`src/rtl/fetch_unit.sv`:
```
// Instruction-fetch front end: self-incrementing fetch PC, redirect handling,
// fault detection and a small {pc, instr, fault} FIFO toward decode.
module fetch_unit #(
   parameter int unsigned           XLEN         = 32,
   parameter int unsigned           IMEM_DEPTH   = 64,
   parameter logic [XLEN-1:0]       RESET_VECTOR = '0,
   parameter int unsigned           BUF_DEPTH    = 2
) (
   input  logic                          clk,
   input  logic                          reset,
   input  logic                          redirect_valid,
   input  logic [XLEN-1:0]               redirect_pc,
   output logic [$clog2(IMEM_DEPTH)-1:0] imem_addr,
   input  logic [31:0]                   imem_rdata,
   output logic                          out_valid,
   input  logic                          out_ready,
   output logic [XLEN-1:0]               out_pc,
   output logic [31:0]                   out_instr,
   output logic                          out_fault,
   output logic [XLEN-1:0]               fetch_pc,
   output logic                          halted
);

   localparam int unsigned     AW         = $clog2(IMEM_DEPTH);
   localparam int unsigned     PW         = $clog2(BUF_DEPTH);
   localparam int unsigned     CW         = PW + 1;
   localparam logic [XLEN-1:0] IMEM_BYTES = XLEN'(4 * IMEM_DEPTH);
   localparam logic [31:0]     NOP_INSTR  = 32'h0000_0013;

   typedef struct packed {
      logic [XLEN-1:0] pc;
      logic [31:0]     instr;
      logic            fault;
   } entry_t;

   typedef enum logic {
      S_FETCH = 1'b0,
      S_HALT  = 1'b1
   } state_t;

   state_t          state_q, state_d;
   logic [XLEN-1:0] fetch_pc_q, fetch_pc_d;
   logic [CW-1:0]   count_q, count_d;
   logic [PW-1:0]   rd_ptr_q, rd_ptr_d;
   logic [PW-1:0]   wr_ptr_q, wr_ptr_d;
   entry_t          buf_q [BUF_DEPTH];

   logic            push_c;
   logic            pop_c;
   logic            fault_c;
   entry_t          entry_c;

   // Only [1:0] is checked; the range check is unsigned against the memory size in bytes.
   assign fault_c = (fetch_pc_q[1:0] != 2'b00) || (fetch_pc_q >= IMEM_BYTES);

   always_comb begin
      state_d     = state_q;
      fetch_pc_d  = fetch_pc_q;
      count_d     = count_q;
      rd_ptr_d    = rd_ptr_q;
      wr_ptr_d    = wr_ptr_q;
      push_c      = 1'b0;
      pop_c       = 1'b0;
      entry_c     = '{pc: fetch_pc_q, instr: imem_rdata, fault: 1'b0};

      if (redirect_valid) begin
         // Redirect wins over push and pop; any same-cycle pop is discarded.
         state_d    = S_FETCH;
         fetch_pc_d = redirect_pc;
         count_d    = '0;
         rd_ptr_d   = '0;
         wr_ptr_d   = '0;
      end else begin
         pop_c = (count_q != '0) && out_ready;
         if ((state_q == S_FETCH) && ((count_q < CW'(BUF_DEPTH)) || pop_c)) begin
            push_c = 1'b1;
            if (fault_c) begin
               entry_c.instr = NOP_INSTR;
               entry_c.fault = 1'b1;
               state_d       = S_HALT;
            end else begin
               fetch_pc_d = fetch_pc_q + XLEN'(4);
            end
         end
         if (pop_c) rd_ptr_d = rd_ptr_q + PW'(1);
         if (push_c) wr_ptr_d = wr_ptr_q + PW'(1);
         count_d = count_q + CW'(push_c) - CW'(pop_c);
      end
   end

   always_ff @(posedge clk or posedge reset) begin
      if (reset) begin
         state_q    <= S_FETCH;
         fetch_pc_q <= RESET_VECTOR;
         count_q    <= '0;
         rd_ptr_q   <= '0;
         wr_ptr_q   <= '0;
         for (int i = 0; i < BUF_DEPTH; i++) buf_q[i] <= '0;
      end else begin
         state_q    <= state_d;
         fetch_pc_q <= fetch_pc_d;
         count_q    <= count_d;
         rd_ptr_q   <= rd_ptr_d;
         wr_ptr_q   <= wr_ptr_d;
         if (push_c) buf_q[wr_ptr_q] <= entry_c;
      end
   end

   // Head entry is read straight from storage, so out_ready never reaches the outputs.
   assign out_valid = (count_q != '0);
   assign out_pc    = buf_q[rd_ptr_q].pc;
   assign out_instr = buf_q[rd_ptr_q].instr;
   assign out_fault = buf_q[rd_ptr_q].fault;
   assign fetch_pc  = fetch_pc_q;
   assign halted    = (state_q == S_HALT);
   assign imem_addr = fetch_pc_q[AW+1:2];

endmodule
```
`config.mk`:
```
export PLATFORM = sky130hd
export DESIGN_NAME = fetch_unit
export DESIGN_NICKNAME = d
export VERILOG_FILES = /design/src/rtl/fetch_unit.sv
export SDC_FILE = /design/constraint.sdc
export NUM_CORES = 1
export LEC_CHECK = 0
export BUFFER_PORTS_ARGS = -buffer_cell sky130_fd_sc_hd__buf_4
export CAP_MARGIN = 20
export CORE_AREA = 2 2 121 123
export CTS_CLUSTER_SIZE = 40
export DETAILED_ROUTE_END_ITERATION = 6
export DIE_AREA = 0 0 123 125
export PLACE_DENSITY = 0.95
export SLEW_MARGIN = 0
export SYNTH_ARGS = -nofsm -noshare
export SYNTH_HDL_FRONTEND = slang
export SYNTH_SLANG_ARGS = --single-unit
```
`constraint.sdc`:
```
create_clock -name clk -period 16.9 [get_ports clk]
set_input_delay 2.535 -clock clk [delete_from_list [all_inputs] [get_ports clk]]
set_output_delay 2.535 -clock clk [all_outputs]
set_load 0.01 [all_outputs]
```
-- Yosys cells after proc, flatten, opt, wreduce, memory -nomap -nowiden
Cells that the tools add are included.
- flip-flop bits (word level): 167
- input port bits: 68
- output and inout bits: 105
- word-level logic and storage cells: 61
- add/sub/neg operators: 5
- $lt $le $gt $ge: 5
- equality and inequality tests: 1
- multiplexer cells: 23
- bitwise operators: 3
- reductions and logical operators: 13
- operators with widths (cell ; count):
    $mux W65 ; 4
    $bwmux W130 ; 1
    $mux W33 ; 3
    $mux W32 ; 3
    $demux W65 S1 ; 1
    $add A32 B3 Y32 const B ; 1
    $ge A32 B9 Y1 const B ; 1
    $reduce_bool A2 Y1 ; 6
    $mux W1 ; 10
    $ge A2 B2 Y1 const B ; 2
    $not A1 Y2 ; 2
    $reduce_and A2 Y1 ; 2
    $logic_and A1 B1 Y1 ; 3
    $add A1 B1 Y1 const B ; 2
    $add A2 B1 Y2 ; 1
    $logic_or A1 B1 Y1 ; 2
    $lt A2 B1 Y1 const B ; 1
    $lt A2 B2 Y1 const B ; 1
    $mux W2 ; 1
    $ne A2 B2 Y1 const B ; 1
    $sub A2 B1 Y2 ; 1
    $not A1 Y1 ; 1

-- Depth between registers and ports, before layout
Gate-level depths: netlist of the first run.
- depth after elaboration: 9
- depth in mapped cells: 8
- gate-level depth less buffers: 8

-- Worst setup path before layout of the first run
No wires, ideal clock.
- kind: register to output
- from: reg rd_ptr_q
- to: out out_instr[14]
- data arrival time: 1.407 ns
- data required time: 14.365 ns
- setup slack: 12.958 ns
- cell stages (with the launch flop): 4
- buffers on the path: 2
- cell sequence: dfrtp_1 -> clkbuf_1 -> clkbuf_1 -> mux2_2
- word-level cells in the longest chain between the ends: 4
- ends and longest elaborated chain (element ; line ; text):
    start: declaration ; 44 ; logic [PW-1:0] rd_ptr_q, rd_ptr_d;
    start signal: assignment ; 103 ; rd_ptr_q <= rd_ptr_d;
    $not A1 Y2 (implied by the code) ; 112 ; assign out_instr = buf_q[rd_ptr_q].instr;
    $mux W65 (3 in series) ; -- ;
    end: declaration ; 18 ; output logic [31:0] out_instr,
No other way between the ends. The select of a mux whose other input is x is not followed.

-- Final worst setup path of the first run
- from: reg rd_ptr_q
- to: out out_instr[10]
The elaborated chain is that of the path after synthesis.

==> metrics.cfg, run 1 <==
[outcome]
status=finished clean

[yosys]
synth_cell_types=46
synthArstFlopShare=1.00
syn_area_um2=8090
synth_seq_cells=167
ys_warn_count=0
ys_seq_area_frac=0.517
synth-main-ff-cell=dfrtp_1
synth_nets=778
synthCells=706
synth_edf_count=0
syn_avg_cell_area_um2=11.5

[placed_design]
place_hpwl_um=11700
portBuffers=172
gp_congestion=0.775
dp_cells=984

[final_layout]
fin_nets=892
n_antenna_cell=0
area_delta_synth_final_pct=20.6
layout.cells.non_filler=1017
drive_above_1_share=0.436

[routing]
drc_errors=0
avgViaCountPerCell=5.57
wirelength_um=18200
drt_iter0_markers=399
ant_nets=0
drt-wirelength-per-cell_um=17.9
num_vias=5666
drt_pass1_iterations=5

[clocking]
cts-htree-levels=4
root_buffer=clkbuf_16
hold_buffers=0
insertion_delay_ns=0.43
cts_buffer_depth=2
ctsResizeCount=0
post-cts-setup-buffer-count=0
cts_sinks=167
cts_buffers=17
clk_pin_slew_ns=0.06
cts_tree=yes

[floorplan]
die_h_um=125
fp-row-count=44
io_pins=173
die_w_um=123
coreArea_um2=14200
initial_core_util=0.569
die_area_um2=15400

[critical_path]
cp_data_required_time_ns=14.37
cp-start-kind=flip-flop
cp-end-kind=output port
path_class=reg2out
reg2reg_from=fetch_pc[1]
r2r_end=buf_q[15]
cp_max_fo=36
cp.arrival_ns=2.45
crit_path_start=rd_ptr_q
r2r_setup_slack_ns=14.33
worst-r2r-cell-count=4
critPathCapture=out_instr[10]

[timing]
tns_ns=0
hold_viol=0
finalCritPeriodShare=0.295
period_needed_ns=4.99
rsz0062_at_grt=false
setup_viol=0
worst_pin_slew_ns=1.06
max_slew_margin=0.293
slew_violations=0
max_freq_mhz=201
fin_skew_ns=0.0112

[job]
drv_cap=0

[pwr]
power_leakage_uw=0.00482
cellPowerDensity_nw_per_um2=142
peakVddDrop_uv=90.0
power_uw=1380

[hold_path]
worst_hold_startpoint=buf_q[114]
holdCritPathClass=reg2reg

[grt]
antenna_found_initial=0
grt_usage=0.248
grt_max_degree=101
gr-total-overflow=0
grt_pass1_wl_um=29900
first_global_vias=5911

==> cell usage after synthesis (2+ instances only) <==
library cell / count / area (um2)
dfrtp_1: 167 / 4180
nand2_1: 155 / 582
mux2_2: 91 / 1020
o31ai_1: 43 / 323
buf_4: 39 / 293
inv_1: 38 / 143
mux2_4: 30 / 450
o31ai_2: 20 / 250
clkbuf_1: 19 / 71.3
buf_2: 13 / 65.1
nor2_1: 13 / 48.8
a31oi_1: 10 / 62.6
buf_6: 6 / 67.6
o21ai_0: 6 / 30.0
buf_1: 5 / 18.8
ha_1: 4 / 50.1
nand3_1: 4 / 20.0
nor4_4: 4 / 85.1
a21o_1: 3 / 22.5
nor4_2: 3 / 37.5
or4_1: 3 / 22.5
xnor2_1: 3 / 26.3
a21oi_1: 2 / 10.0
nand4_1: 2 / 12.5
nor2b_1: 2 / 12.5
==> placed cells by master, fill, tap and decap left out, drive strengths merged <==
cell and n:
a21o 3, a21oi 2, a2bb2oi 1, a31oi 10, a41o 1, a41oi 1
and2 1, and3 1, and4 1, buf 177, bufinv 2, clkbuf 20
clkinv 4, clkinvlp 3, dfrtp 167, ha 4, inv 42, mux2 121
nand2 156, nand3 4, nand3b 1, nand4 3, nand4b 1, nor2 13
nor2b 3, nor3 1, nor4 8, o21a 1, o21ai 7, o31ai 63
o41ai 1, or2 1, or3 1, or4 3, or4b 1, xnor2 3
xor2 1
==> per-stage QoR <==
step                      setup WS (ns)  area (um2)  hold slack (ns)   util
after global routing              11.80        9750            0.497  0.687
after global placement            12.22        9140            0.453  0.643
after floorplan                    9.85        8090            0.442      -
after CTS                         11.89        9730            0.475  0.685
final                             11.91        9750            0.472  0.687
after detailed placement          12.18        9140            0.459  0.643
==> kinds of logic (layout without fill, tap and decap cells) <==
group / count (synthesis) / count (layout) / share of synthesized area
buffers and inverters: 121 / 248 / 0.0818
DFF: 167 / 167 / 0.517
xor gates and xnor gates: 4 / 4 / 0.00433
adders and majority gates: 4 / 4 / 0.00619
AOI/OAI and AO/OA: 90 / 90 / 0.0924
and+or+nand+nor: 199 / 199 / 0.116
muxes: 121 / 121 / 0.182
==> state kept, by name (all words and copies together), names as in the netlist <==
| name | cells |
|---|---|
| buf_q | 130 |
| wr_ptr_q | 1 |
| rd_ptr_q | 1 |
| halted | 1 |
| fetch_pc | 32 |
| count_q | 2 |
==> critical path, stage by stage, from the launching register on <==
cell and delay, ns:
dfrtp_2 0.87, buf_4 0.56, mux2_2 0.41, buf_4 0.15
==> routing by layer <==
layer  vias to the layer above  GRT usage  share of wire
met3                        43     0.0661          0.070
met4                         0     0.0896          0.023
met2                       208      0.405           0.49
li1                       2609          -              -
met5                         -          0              0
met1                      2806      0.319           0.41
==> area by class of cell <==
cell class	count	area (um2)
clock buffer	20	447
fill	997	4450
inverter	39	151
timing repair buffer	177	1350
tap	184	230
sequential	167	4180
multi-input combinational	418	3250
clock inverter	12	144
==> worst min-delay path by stage <==
stage | endpoint | slack, ns | cells past startpoint
2_1_floorplan | buf_q[109] | 0.44 | 2
3_3_place_gp | buf_q[25] | 0.45 | 2
4_1_cts | buf_q[120] | 0.47 | 2
3_5_place_dp | buf_q[120] | 0.46 | 2
6_report | buf_q[114] | 0.47 | 2
5_1_grt | buf_q[65] | 0.50 | 2
==> power by group <==
| part | switching, uW | leakage (uW) | total, uW | internal [uW] |
|---|---|---|---|---|
| logic | 191 | 0.00244 | 429 | 238 |
| registers | 74.6 | 0.00211 | 567 | 492 |
| clock network | 163 | 0.000278 | 388 | 224 |
Note: power is estimated with default switching activity, not from simulation.
==> inputs of run 2 (changes only) <==
--- a/config.mk
+++ b/config.mk
@@ -7,11 +7,11 @@
 export LEC_CHECK = 0
 export BUFFER_PORTS_ARGS = -buffer_cell sky130_fd_sc_hd__buf_4
 export CAP_MARGIN = 20
-export CORE_AREA = 2 2 121 123
+export CORE_AREA = 2 2 125 127
 export CTS_CLUSTER_SIZE = 40
 export DETAILED_ROUTE_END_ITERATION = 6
-export DIE_AREA = 0 0 123 125
-export PLACE_DENSITY = 0.95
+export DIE_AREA = 0 0 127 129
+export PLACE_DENSITY = 0.9
 export SLEW_MARGIN = 0
 export SYNTH_ARGS = -nofsm -noshare
 export SYNTH_HDL_FRONTEND = slang
==> constraint.sdc (replaced) <==
create_clock -name clk -period 4.7 [get_ports clk]
set_input_delay 0.705 -clock clk [delete_from_list [all_inputs] [get_ports clk]]
set_output_delay 0.705 -clock clk [all_outputs]
set_load 0.01 [all_outputs]
==> run 2 against run 1 <==
Against the previous run:
- highest routed layer unchanged
- sequential share of layout area is essentially flat
- core utilization down 3.5 points
- worst setup slack worse by 10 ns
==> metrics.cfg, run 2 (same netlist as run 1, synthesis figures left out) <==
[floorplan]
initial_core_util=0.540  ; -0.0294
die_area_um2=16400  ; +6.6%
io_pins=173  ; unchanged
fp-row-count=45  ; +2.3%
coreArea_um2=15000  ; +5.4%
die_h_um=129  ; +3.2%
die_w_um=127  ; +3.3%

[routing]
avgViaCountPerCell=5.49  ; -1.4%
num_vias=5595  ; -1.3%
drc_errors=0  ; unchanged
drt_iter0_markers=305  ; -24%
wirelength_um=18000  ; -1.2%
drt_pass1_iterations=5  ; unchanged
ant_nets=0  ; unchanged
drt-wirelength-per-cell_um=17.7  ; -1.4%

[clocking]
cts_buffer_depth=2  ; unchanged
root_buffer=clkbuf_16
cts_sinks=167  ; unchanged
hold_buffers=0  ; unchanged
insertion_delay_ns=0.43  ; about the same
cts_buffers=17  ; unchanged
cts_tree=yes
cts-htree-levels=4  ; unchanged
clk_pin_slew_ns=0.06  ; about the same
ctsResizeCount=0  ; unchanged
post-cts-setup-buffer-count=0  ; unchanged

[final_layout]
fin_nets=892  ; unchanged
n_antenna_cell=0  ; unchanged
regMostFlops=buf_q
design_area_um2=9760  ; about the same
layout.cells.non_filler=1019  ; +0.20%
area_delta_synth_final_pct=20.6  ; about the same
mostFrequentLayoutCell=buf_4
layout_common_cells=buf_4, dfrtp_1, nand2_1
fillers=1124  ; +13%
drive_above_1_share=0.434  ; -0.00136
largest_reg_flops=130  ; unchanged

[pwr]
pwr-share-seq=0.421  ; +0.011
cellPowerDensity_nw_per_um2=506  ; +260%
p_sw_uw=1500  ; +250%
power_frac_comb=0.302  ; -0.008
power_leakage_uw=0.00482  ; about the same
intPower_uw=3440  ; +260%
pwr-share-clk=0.277  ; -0.003
swShare=0.303  ; -0.00727
peakVddDrop_uv=311  ; +250%

[placed_design]
place_hpwl_um=11400  ; -2.8%
dp_cells=988  ; +0.41%
portBuffers=172  ; unchanged
gp_congestion=0.808  ; +4.3%
placed_cell_area_um2=9160  ; +0.21%

[timing]
setup_viol=0  ; unchanged
period_needed_ns=2.84
worst_pin_slew_ns=0.992  ; -0.0689 ns
finalCritPeriodShare=0.603
fin_skew_ns=0.0110  ; -0.000230 ns
tns_ns=0  ; unchanged
max_slew_margin=0.339  ; +0.0459
hold_viol=0  ; unchanged
rsz0062_at_grt=false
slew_violations=0  ; unchanged
max_freq_mhz=353

[critical_path]
reg2reg_from=fetch_pc[26]
cp_max_fo=66  ; +83%
cp.arrival_ns=2.13  ; -0.32 ns
cp-start-kind=flip-flop
cp_data_required_time_ns=3.99  ; -10.38 ns
path_class=reg2out
cp-end-kind=output port
crit_path_start=rd_ptr_q

[grt]
grt_pass1_wl_um=29400  ; -1.7%
grt_max_degree=95  ; -5.9%
gr-total-overflow=0  ; unchanged
grt_usage=0.227  ; -0.0213
antenna_found_initial=0  ; unchanged
first_global_vias=5746  ; -2.8%

[outcome]
status=finished clean

[job]
drv_cap=0  ; unchanged

[hold_path]
holdCritPathClass=in2async

-- run 2: changes by cell type in the layout (fill, tap and decap cells not counted), sizes merged --
cell	before	now
clkinv	4	5
inv	42	37
clkbuf	20	22
-- run 2: power by group through the flow --
stage          Clock, uW  Sequential [uW]  Combinational (uW)
2_1_floorplan          0             1940                1060
3_3_place_gp           0             2080                1450
3_5_place_dp           0             2090                1490
4_1_cts             1380             2080                1500
5_1_grt             1450             2130                1620
6_report            1370             2080                1490
-- run 2: area by class of cell --
cell class                      instances  area, um2  area share
Multi-Input combinational cell        418       3250       0.333
Tap cell                              188        235      0.0241
Timing Repair Buffer                  177       1360       0.140
Clock buffer                           22        474      0.0486
Sequential cell                       167       4180       0.429
Inverter                               39        150      0.0154
Clock inverter                          8       98.8      0.0101
-- run 2: path summary, 6_finish.rpt --
check	to	slack [ns]	cells after the start
max reg2reg	buf_q[8]	2.20	4
max in group asynchronous	buf_q[98]	3.43	3
min reg2reg	buf_q[106]	0.47	2
max	out_instr[21]	1.86	2
min	buf_q[96]	0.25	2
min in group clk	buf_q[106]	0.47	2
-- run 2: metal layers --
layer / part of all wire / global-route usage / up-vias
li1: - / - / 2613
met3: 0.061 / 0.0644 / 16
met5: 0 / 0 / -
met2: 0.49 / 0.373 / 162
met4: 0.0082 / 0.0633 / 0
met1: 0.44 / 0.298 / 2804
-- run 2: metrics by stage --
stage	utilization	setup slack, ns	total power (uW)	hold slack (ns)
2_1_floorplan	-	1.87	3000	0.442
3_3_place_gp	0.611	1.95	3530	0.454
3_5_place_dp	0.611	1.86	3580	0.460
4_1_cts	0.650	1.87	4960	0.239
5_1_grt	0.651	1.83	5200	0.262
6_report	0.651	1.86	4940	0.245
-- run 2: critical path: stages, from the launching register on --
cell     delay (ns)
dfrtp_4        1.07
mux2_2         0.44
buf_4          0.15
